`src/rtl/feed_pkt_mux_pkg.sv`:
```
// -----------------------------------------------------------------------------
// feed_mux_pkg
//
// Shared types and helpers for the packet-atomic feed multiplexer.
//
// Contents:
//   MAX_CH     - largest channel count the helpers are sized for (16)
//   CH_IDX_W   - index width matching MAX_CH
//   state_t    - merger FSM state: IDLE (arbitrating) / FWD (forwarding)
//   rr_pick_t  - result of a round-robin scan: found flag + winning index
//   rr_pick()  - round-robin scan of a request vector starting at a pointer
//   popcount() - number of set bits in a request/discard vector
// -----------------------------------------------------------------------------
package feed_mux_pkg;

    localparam int MAX_CH   = 16;
    localparam int CH_IDX_W = 4;

    typedef enum logic [0:0] {
        IDLE = 1'b0,
        FWD  = 1'b1
    } state_t;

    typedef struct packed {
        logic                found;
        logic [CH_IDX_W-1:0] idx;
    } rr_pick_t;

    // Scan num_ch requesters beginning at ptr and wrapping at num_ch.
    // The first requester met along the scan wins. Entries at or above
    // num_ch are never looked at, so unused upper bits of req are ignored.
    function automatic rr_pick_t rr_pick(
        input logic [MAX_CH-1:0]   req,
        input logic [CH_IDX_W-1:0] ptr,
        input int                  num_ch
    );
        rr_pick_t            res;
        logic [CH_IDX_W-1:0] cand;
        res = '0;
        for (int i = 0; i < MAX_CH; i++) begin
            cand = CH_IDX_W'((int'(ptr) + i) % num_ch);
            if ((i < num_ch) && !res.found && req[cand]) begin
                res.found = 1'b1;
                res.idx   = cand;
            end
        end
        return res;
    endfunction

    function automatic logic [CH_IDX_W:0] popcount(input logic [MAX_CH-1:0] v);
        logic [CH_IDX_W:0] sum;
        sum = '0;
        for (int i = 0; i < MAX_CH; i++) begin
            sum = sum + {{CH_IDX_W{1'b0}}, v[i]};
        end
        return sum;
    endfunction

endpackage

```
`src/rtl/feed_pkt_mux_rr_arb.sv`:
```
// -----------------------------------------------------------------------------
// feed_rr_arb
//
// Round-robin priority picker used by the feed multiplexer. The pick itself
// is purely combinational; only the scan start pointer is registered.
//
// Ports:
//   clk, reset  - core clock, synchronous active-high reset (pointer -> 0)
//   i_req       - per-channel start requests (enabled, valid, SOP)
//   i_advance   - a packet from channel i_last just finished
//   i_last      - channel whose packet finished; pointer moves past it
//   o_found     - at least one channel is requesting
//   o_idx       - winning channel (valid when o_found)
//   o_ptr       - current scan start pointer (debug visibility)
// -----------------------------------------------------------------------------
module feed_rr_arb
    import feed_mux_pkg::*;
#(
    parameter int NUM_CH = 4
) (
    input  logic                      clk,
    input  logic                      reset,
    input  logic [NUM_CH-1:0]         i_req,
    input  logic                      i_advance,
    input  logic [$clog2(NUM_CH)-1:0] i_last,
    output logic                      o_found,
    output logic [$clog2(NUM_CH)-1:0] o_idx,
    output logic [$clog2(NUM_CH)-1:0] o_ptr
);

    localparam int IDX_W = $clog2(NUM_CH);

    logic [IDX_W-1:0] r_ptr;
    rr_pick_t         w_pick;

    always_comb begin
        w_pick = rr_pick(MAX_CH'(i_req), CH_IDX_W'(r_ptr), NUM_CH);
    end

    assign o_found = w_pick.found;
    assign o_idx   = IDX_W'(w_pick.idx);
    assign o_ptr   = r_ptr;

    // Pointer moves one past the channel that just completed a packet, so
    // that channel has the lowest priority in the next scan.
    always_ff @(posedge clk) begin
        if (reset) begin
            r_ptr <= '0;
        end else if (i_advance) begin
            if (int'(i_last) == NUM_CH - 1) begin
                r_ptr <= '0;
            end else begin
                r_ptr <= i_last + 1'b1;
            end
        end
    end

endmodule

```
`src/rtl/feed_pkt_mux.sv`:
```
// -----------------------------------------------------------------------------
// feed_pkt_mux
//
// Packet-atomic round-robin merger of NUM_CH Avalon-ST feed streams into one
// registered output stream (1-cycle latency, no skid buffer).
//
// Handshake: a beat moves on any interface in a cycle where valid && ready
// are both high at the rising clock edge. The output register loads when it
// is empty or out_ready is high; while out_valid && !out_ready all out_*
// fields are held unchanged.
//
// Ports:
//   clk, reset         - core clock, synchronous active-high reset
//   ch_enable          - per-channel enable (quasi-static)
//   in_valid/in_ready  - per-channel beat handshake
//   in_startofpacket   - per-channel SOP
//   in_endofpacket     - per-channel EOP
//   in_data            - channel c at [c*C_PKT_DATA_WIDTH +: C_PKT_DATA_WIDTH]
//   in_empty           - channel c at [c*C_PKT_EMPTY_WIDTH +: C_PKT_EMPTY_WIDTH]
//   in_error           - per-channel error
//   out_valid/out_ready- merged stream handshake
//   out_startofpacket, out_endofpacket, out_data, out_empty, out_error
//                      - merged beat fields
//   out_channel        - source channel of the current output beat
//   pkt_count          - forwarded packets per channel, channel c at
//                        [c*CNT_WIDTH +: CNT_WIDTH]
//   drop_count         - total discarded (stray/disabled) beats
//   o_dbg_state        - FSM state (0 = IDLE, 1 = FWD)
//   o_dbg_rr_ptr       - round-robin scan start pointer
// -----------------------------------------------------------------------------
module feed_pkt_mux
    import feed_mux_pkg::*;
#(
    parameter int NUM_CH            = 4,
    parameter int C_PKT_DATA_WIDTH  = 64,
    parameter int C_PKT_EMPTY_WIDTH = $clog2(C_PKT_DATA_WIDTH),
    parameter int CNT_WIDTH         = 32
) (
    input  logic                                clk,
    input  logic                                reset,
    input  logic [NUM_CH-1:0]                   ch_enable,
    input  logic [NUM_CH-1:0]                   in_valid,
    output logic [NUM_CH-1:0]                   in_ready,
    input  logic [NUM_CH-1:0]                   in_startofpacket,
    input  logic [NUM_CH-1:0]                   in_endofpacket,
    input  logic [NUM_CH*C_PKT_DATA_WIDTH-1:0]  in_data,
    input  logic [NUM_CH*C_PKT_EMPTY_WIDTH-1:0] in_empty,
    input  logic [NUM_CH-1:0]                   in_error,
    output logic                                out_valid,
    input  logic                                out_ready,
    output logic                                out_startofpacket,
    output logic                                out_endofpacket,
    output logic [C_PKT_DATA_WIDTH-1:0]         out_data,
    output logic [C_PKT_EMPTY_WIDTH-1:0]        out_empty,
    output logic                                out_error,
    output logic [$clog2(NUM_CH)-1:0]           out_channel,
    output logic [NUM_CH*CNT_WIDTH-1:0]         pkt_count,
    output logic [CNT_WIDTH-1:0]                drop_count,
    output logic                                o_dbg_state,
    output logic [$clog2(NUM_CH)-1:0]           o_dbg_rr_ptr
);

    localparam int IDX_W = $clog2(NUM_CH);
    localparam int DW    = C_PKT_DATA_WIDTH;
    localparam int EW    = C_PKT_EMPTY_WIDTH;

    // ---------------------------------------------------------------- state
    state_t              r_state;
    state_t              w_next_state;
    logic [IDX_W-1:0]    r_grant;
    logic                r_in_pkt;     // first beat of the granted packet taken

    // --------------------------------------------------------- output stage
    logic                r_out_valid;
    logic                r_out_sop;
    logic                r_out_eop;
    logic [DW-1:0]       r_out_data;
    logic [EW-1:0]       r_out_empty;
    logic                r_out_err;
    logic [IDX_W-1:0]    r_out_channel;

    // ------------------------------------------------------------- counters
    logic [CNT_WIDTH-1:0] r_pkt_cnt [NUM_CH];
    logic [CNT_WIDTH-1:0] r_drop_cnt;

    // ---------------------------------------------------------------- wires
    logic                w_out_load;
    logic [NUM_CH-1:0]   w_start_req;
    logic                w_arb_found;
    logic [IDX_W-1:0]    w_arb_idx;
    logic [IDX_W-1:0]    w_rr_ptr;
    logic [NUM_CH-1:0]   w_in_ready;
    logic [NUM_CH-1:0]   w_drop_mask;
    logic                w_accept;
    logic                w_eop_accept;
    logic                w_g_sop;
    logic [CH_IDX_W:0]   w_drop_pop;

    assign w_out_load   = !r_out_valid || out_ready;
    assign w_start_req  = ch_enable & in_valid & in_startofpacket;
    assign w_g_sop      = in_startofpacket[r_grant];
    assign w_eop_accept = w_accept && in_endofpacket[r_grant];
    assign w_drop_pop   = popcount(MAX_CH'(w_drop_mask));

    feed_rr_arb #(
        .NUM_CH (NUM_CH)
    ) u_arb (
        .clk       (clk),
        .reset     (reset),
        .i_req     (w_start_req),
        .i_advance (w_eop_accept),
        .i_last    (r_grant),
        .o_found   (w_arb_found),
        .o_idx     (w_arb_idx),
        .o_ptr     (w_rr_ptr)
    );

    // ------------------------------------------------ FSM: state register
    always_ff @(posedge clk) begin
        if (reset) begin
            r_state <= IDLE;
        end else begin
            r_state <= w_next_state;
        end
    end

    // ---------------------------------------------------- FSM: next state
    always_comb begin
        w_next_state = r_state;
        case (r_state)
            IDLE:    if (w_arb_found)  w_next_state = FWD;
            FWD:     if (w_eop_accept) w_next_state = IDLE;
            default: w_next_state = IDLE;
        endcase
    end

    // -------------------------------------------------------- FSM: outputs
    // IDLE swallows every beat that cannot start a packet (disabled channel
    // or no SOP); an enabled SOP beat is left waiting for its grant. FWD
    // only opens the granted channel, and only when the output stage can
    // take the beat.
    always_comb begin
        w_in_ready  = '0;
        w_drop_mask = '0;
        w_accept    = 1'b0;
        case (r_state)
            IDLE: begin
                w_drop_mask = in_valid & (~ch_enable | ~in_startofpacket);
                w_in_ready  = w_drop_mask;
            end
            FWD: begin
                w_in_ready[r_grant] = w_out_load;
                w_accept            = in_valid[r_grant] && w_out_load;
            end
            default: begin
                w_in_ready = '0;
            end
        endcase
    end

    assign in_ready = w_in_ready;

    // ------------------------------------------------------- grant tracking
    // The grant is only rewritten in IDLE, so it cannot move mid-packet even
    // if the channel's enable drops.
    always_ff @(posedge clk) begin
        if (reset) begin
            r_grant  <= '0;
            r_in_pkt <= 1'b0;
        end else begin
            if ((r_state == IDLE) && w_arb_found) begin
                r_grant  <= w_arb_idx;
                r_in_pkt <= 1'b0;
            end
            if (w_accept) begin
                r_in_pkt <= !in_endofpacket[r_grant];
            end
        end
    end

    // --------------------------------------------------------- output stage
    // A second SOP inside the granted packet is passed on as a plain beat
    // flagged with error, so downstream framing stays intact.
    always_ff @(posedge clk) begin
        if (reset) begin
            r_out_valid   <= 1'b0;
            r_out_sop     <= 1'b0;
            r_out_eop     <= 1'b0;
            r_out_data    <= '0;
            r_out_empty   <= '0;
            r_out_err     <= 1'b0;
            r_out_channel <= '0;
        end else if (w_out_load) begin
            r_out_valid <= w_accept;
            if (w_accept) begin
                r_out_sop     <= w_g_sop && !r_in_pkt;
                r_out_eop     <= in_endofpacket[r_grant];
                r_out_data    <= in_data[int'(r_grant)*DW +: DW];
                r_out_empty   <= in_empty[int'(r_grant)*EW +: EW];
                r_out_err     <= in_error[r_grant] || (w_g_sop && r_in_pkt);
                r_out_channel <= r_grant;
            end
        end
    end

    assign out_valid         = r_out_valid;
    assign out_startofpacket = r_out_sop;
    assign out_endofpacket   = r_out_eop;
    assign out_data          = r_out_data;
    assign out_empty         = r_out_empty;
    assign out_error         = r_out_err;
    assign out_channel       = r_out_channel;

    // ------------------------------------------------------------- counters
    // Both counters wrap naturally at 2^CNT_WIDTH.
    always_ff @(posedge clk) begin
        if (reset) begin
            for (int c = 0; c < NUM_CH; c++) begin
                r_pkt_cnt[c] <= '0;
            end
            r_drop_cnt <= '0;
        end else begin
            if (w_eop_accept) begin
                r_pkt_cnt[r_grant] <= r_pkt_cnt[r_grant] + 1'b1;
            end
            r_drop_cnt <= r_drop_cnt + CNT_WIDTH'(w_drop_pop);
        end
    end

    for (genvar g = 0; g < NUM_CH; g++) begin : g_cnt
        assign pkt_count[g*CNT_WIDTH +: CNT_WIDTH] = r_pkt_cnt[g];
    end

    assign drop_count   = r_drop_cnt;
    assign o_dbg_state  = r_state;
    assign o_dbg_rr_ptr = w_rr_ptr;

endmodule

```
`config.mk`:
```
export PLATFORM = sky130hd
export DESIGN_NAME = feed_pkt_mux
export DESIGN_NICKNAME = d
export VERILOG_FILES = /design/src/rtl/feed_pkt_mux_pkg.sv /design/src/rtl/feed_pkt_mux_rr_arb.sv /design/src/rtl/feed_pkt_mux.sv
export SDC_FILE = /design/constraint.sdc
export NUM_CORES = 1
export LEC_CHECK = 0
export ABC_AREA = 1
export CAP_MARGIN = 20
export CORE_AREA = 2 2 215 217
export CTS_CLUSTER_DIAMETER = 120
export CTS_CLUSTER_SIZE = 8
export DETAILED_ROUTE_END_ITERATION = 6
export DIE_AREA = 0 0 217 219
export SLEW_MARGIN = 20
export SYNTH_ARGS = -nofsm -noshare
export SYNTH_HDL_FRONTEND = slang
export SYNTH_SLANG_ARGS = --single-unit
```
`constraint.sdc`:
```
create_clock -name clk -period 4.8 [get_ports clk]
set_input_delay 1.2 -clock clk [delete_from_list [all_inputs] [get_ports clk]]
set_output_delay 1.2 -clock clk [all_outputs]
set_load 0.01 [all_outputs]
```
======== Word level (Yosys, flattened, before mapping) ========
Memories as Yosys holds them, arrays and structs flattened. A register that Yosys moved wholly into a read port is not among the register bits.
Cells that the tools add are included.
word-level totals
  bits of input ports ..................... 303
  word-level logic and storage cells ...... 107
  register bits ........................... 114
  RAM bits ................................ 128
  output and inout bits ................... 243
  memories ................................ 1
memories
  name       words  bits a word  read ports  clocked after memory_dff  wr ports  line                source
  r_pkt_cnt  4      32           5           1                         4         feed_pkt_mux.sv:83  logic [CNT_WIDTH-1:0] r_pkt_cnt [NUM_CH];
cells by class
  bitwise operators ....................... 11
  $mul .................................... 1
  $lt $le $gt $ge ......................... 6
  reduce and logical (&&, ||, !) cells .... 23
  multiplexer cells ....................... 41
  $add $sub $neg .......................... 9
  shifts and indexed selects .............. 2
  eq/ne operators ......................... 1
operators by type and width
  cell                   count
  $shiftx 256x9->64      1
  $add 32x1->32 const B  1
  $add 32x4->32          1
  $mux 32                1
  $reduce_or 32->1       1
  $shiftx 24x6->6        1
  $mux 1                 20
  $mux 5                 4
  $and 4x4->4            4
  $lt 4x5->1 const B     3
  $bmux 1 s2             5
  $bmux 1 s3             3
  $logic_and 1x1->1      9
  $mux 2                 4
  $not 4->4              2
  $pmux 4 s2             1
  $logic_not 1->1        6
  $reduce_or 2->1        3
  $lt 2x5->1 const B     1
  $add 2x1->2 const B    2
  $add 2x2->2 const B    2
  $add 3x1->4            1
  $mul 2x2->4 const B    1
  $mux 4                 1
  13 further kinds       16

======== Longest topological paths before layout ========
  word-level depth ........................ 17
  mapped depth ............................ 18
  gate-level depth less buffers ........... 16

======== Modules after synthesis ========
A second synthesis with hierarchy kept.
unflattened totals
  cells, all modules ...................... 1771
  area, all modules ....................... 13366.6 µm²
modules (own cells, without submodules)
  module        times used  area an instance (µm²)  cells each  sequential area each (µm²)
  feed_pkt_mux  1           12986.2                 1702        6125.9
  feed_rr_arb   1           380.4                   69          40.0

======== Least setup slack after synthesis ========
No wires, ideal clock.
  path kind ............................... input to register
  start point ............................. in in_startofpacket[0]
  end point ............................... reg r_drop_cnt[26] (netlist: drop_count[26])
  arrival time ............................ 3.651 ns
  required time ........................... 4.720 ns
  buffers on the path ..................... 0
  slack ................................... 1.069 ns
  library setup time ...................... 0.080 ns
  stages .................................. 15
  cells stage by stage .................... nand2_1 nand3_1 fa_1 fa_1 inv_1 fa_1 nand2_1 nor2_4 nand3_1 nor2_1 nand3_1 nor2_2 nand2_1 o21ai_0 nor3b_1
between the ends
  cells in the longest elaborated chain, start to end .. 8
RTL lines
  element                 line                    source
  start: declaration      feed_pkt_mux.sv:44      input logic [NUM_CH-1:0] in_startofpacket,
  $not 4->4               feed_pkt_mux.sv:148     w_drop_mask = in_valid & (~ch_enable | ~in_startofpacket);
  $or 4x4->4              feed_pkt_mux.sv:148
  $and 4x4->4             feed_pkt_mux.sv:148
  $mux 4                  feed_pkt_mux.sv:146     case (r_state)
  $add 1x1->2             feed_pkt_mux_pkg.sv:54  sum = sum + {{CH_IDX_W{1'b0}}, v[i]};
  $add 2x1->3             feed_pkt_mux_pkg.sv:54
  $add 3x1->4             feed_pkt_mux_pkg.sv:54
  $add 32x4->32           feed_pkt_mux.sv:226     r_drop_cnt <= r_drop_cnt + CNT_WIDTH'(w_drop_pop);
  end signal: assignment  feed_pkt_mux.sv:226
  end: declaration        feed_pkt_mux.sv:84      logic [CNT_WIDTH-1:0] r_drop_cnt;
Every way passes these cells.
A chain may end at the register's enable or synchronous reset.

======== Worst setup path after layout ========
  start point ............................. in in_startofpacket[0]
  end point ............................... reg r_drop_cnt[30] (netlist: drop_count[30])
Same word-level chain as after synthesis.

==> results.toml <==
[layout]
utilization_pct = 46.4
area_growth_pct = 48.7
drive_above_1_share_pct = 4.76
fillers = 4524
final_common_cell = "clkdlybuf4s50_1"
finalInstanceArea_um2 = 20900
fin_nets = 2799
layout_common_cells = "544 x clkdlybuf4s50_1, 498 x nand2_1, 466 x nor2_1"

[setup_path]
critPathLaunchType = "input pin"
worst_path_largest_cell_delay_ns = 0.51
critPathCaptureType = "flip-flop"
cp.required_ns = 5.25
cp_cell_sequence = "clkdlybuf4s50_1 -> nand2_1 -> nand3_1 -> fa_1 -> fa_1 -> inv_1 -> fa_1 -> nand2_1 -> nor2_4 -> nand3_1 -> nor2_1 -> nand3_1 -> nor2_2 -> nand2_1 -> o21ai_0 -> nor3b_1"
critPathArrivalTime_ns = 4.58
rr_worst_depth = 15
worst-path-max-fanout = 6
crit_slowest_cell = "fa_1"
critical_path_class = "in2reg"

[timing]
relSlewSlack_pct = 43.7
drv_slew = 0
grt_setup_unrepaired = "no"
hold_viol_final = 0
fmax_mhz = 242
period_minus_slack_ns = 4.13
setup_violations = 0
worstMarginPinSlew_ns = 0.845
skew_ns = 0.0162
fin_crit_sh_pct = 86.0
fin_tns_setup_ns = 0

[floorplanning]
die_w_um = 217
core_region_area_um2 = 45100
initial_core_util_pct = 31.2
rows = 78
die_area_um2 = 47500
fp.dieH_um = 219
ios = 546

[clock_tree]
cts_max_level = 2
cts.clk_slew.worst_paths_ns = 0.05
cts_buffers = 36
clock_latency_ns = 0.54
tritoncts = "built"
hold_buffers = 0
clock_path_buffers = 3
post-cts-setup-buffer-count = 0
clock-sinks = 244
cts-resized-gates = 0
clock-root-buffer = "clkbuf_16"

[route]
wl_um = 63800
drtPass1Iterations = 6
antenna_left = 0
post_drt_via_cell_ratio = 5.00
vias = 15500
drc = 0
initialDrtViolationCount = 938
wl_per_cell_um = 20.6

[min_path]
hold_depth = 2
hold_path_class = "reg2reg"

[pwr]
power.share.sequential_pct = 32.1
power.switching_uw = 3510
leakage_uw = 0.00811
clkPwrFrac_pct = 27.5
ir_drop_mv = 0.238
p_sw_share_pct = 39.5
p_total_uw = 8880
pwr-share-comb_pct = 40.4
power_density_nw_per_um2 = 425
p_int_uw = 5370

[synth]
synth_compound_area_share_pct = 13.0
synth-simple-area-share_pct = 34.1
ys_ff_latch = 244
avgSynthCellArea_um2 = 7.02
synth_ff_type = "edfxtp_1"
synth_top_family_by_area = "simple AND/OR/NAND/NOR gates"
synth_edf_count = 128
post_synth_mux_area_share_pct = 0
yosysTopAreaCell = "edfxtp_1"
synth_top_area_share_pct = 27.3
synth_cell_type_count = 46
synthTopCellsByArea = "edfxtp_1 27%, dfxtp_1 17%, nand2_1 13%, nor2_1 12%, o21ai_0 7.5%"
async_flop_share_pct = 0
synth_fa_ha_area_share_pct = 0.961
ys_warn_count = 0
netlist_area_um2 = 14100
mappedNetlistNets = 2313
yosysSeqAreaShare_pct = 43.9
synth_xor_area_share_pct = 1.18
syn-instance-count = 2001

[place]
place.gp.congestion = 0.965
hpwl_um = 48100
place_area_um2 = 19900
numPortBuffers = 545

[grt]
grt_overflow = 0
antenna_found_initial = 5
track_usage_pct = 26.2
grt_pass1_wl_um = 93800
grt_max_degree = 126
grt_pass1_vias = 15200

[status]
status = "completed"

[run]
maxCapViolations = 0
-- worst max-delay path: cells and delay by family --
family / cells / cell delay [ns]
adder cells (fa/ha/maj): 3 / 1.19
AO/OA/AOI/OAI: 1 / 0.16
buffers and inverters: 2 / 0.56
AND/OR/NAND/NOR: 10 / 1.47
-- logic make-up after synthesis --
family,count (synthesis)
AO/OA/AOI/OAI,342
XOR/XNOR,18
adder cells (fa/ha/maj),9
buffers and inverters,222
flip-flops,244
AND/OR/NAND/NOR,1166
-- synth_stat cells (2+ instances only) --
cell,instances
fa_1,3
nor2_1,466
inv_1,95
nand2_1,498
o22ai_1,23
buf_2,28
nand4_1,17
buf_4,8
xor2_1,14
clkbuf_1,66
nor3b_1,7
a31oi_1,50
o21ai_0,211
or2_2,4
buf_6,5
nand3_1,120
a21oi_1,47
o21ai_1,2
buf_1,7
nor3_1,11
ha_1,6
xnor2_1,3
inv_2,9
nor2_4,6
dfxtp_1,116
nand2_2,14
nor4_1,2
edfxtp_1,128
nor2_2,10
o211ai_1,2
o21a_1,3
nand3_2,6
-- layout make-up --
| cell class | instances | area, µm² | area share, % |
|---|---|---|---|
| repair buffers | 564 | 5610 | 26.8 |
| flip-flops and latches | 244 | 6170 | 29.5 |
| well taps | 600 | 751 | 3.59 |
| multi-input cells | 1535 | 6920 | 33.1 |
| clock buffers | 49 | 992 | 4.75 |
| inverters | 106 | 409 | 1.96 |
| diodes | 1 | 2.50 | 0.0120 |
| clock inverters | 2 | 46.3 | 0.222 |
-- sequential cells by signal (all words and copies together), names as in the netlist, named ones only --
name               count
u_arb.o_ptr            2
out_endofpacket        1
r_in_pkt               1
o_dbg_state            1
r_grant                2
out_error              1
out_channel            2
out_valid              1
out_startofpacket      1
out_empty              6
r_pkt_cnt            128
out_data              64
drop_count            32
-- metal layers --
metal,vias to the layer above,share of wire [%],global-route usage [%]
li1,7563,-,-
met1,7201,39,30.5
met2,626,49,46.7
met3,101,7.9,6.60
met4,0,3.5,9.18
met5,-,0,0
-- final timing paths --
kind,startpoint,to,slack [ns]
worst min register to register,out_data[21],out_data[21],0.46
worst min-delay path,out_data[21],out_data[21],0.46
worst max register to register,o_dbg_state,drop_count[30],1.31
worst max-delay path,in_startofpacket[0],drop_count[30],0.67
-- power groups by stage --
stage                     sequential (µW)  clock, µW  combinational [µW]
final                                2850       2440                3590
after global routing                 2880       2560                3940
after CTS                            2850       2490                3610
after detailed placement             2890          0                3600
after global placement               2880          0                3580
after floorplan                      2830          0                2000
-- per-stage QoR --
| step | hold slack [ns] | std cells | worst slack [ns] |
|---|---|---|---|
| floorplan | 0.455 | 2001 | 1.07 |
| finish | 0.463 | 3101 | 0.670 |
| detailed placement | 0.455 | 3049 | 0.0846 |
| CTS | 0.463 | 3100 | 0.660 |
| global route | 0.475 | 3100 | 0.272 |
| global placement | 0.454 | 3049 | 0.211 |
(Power assumes the default switching activity.)
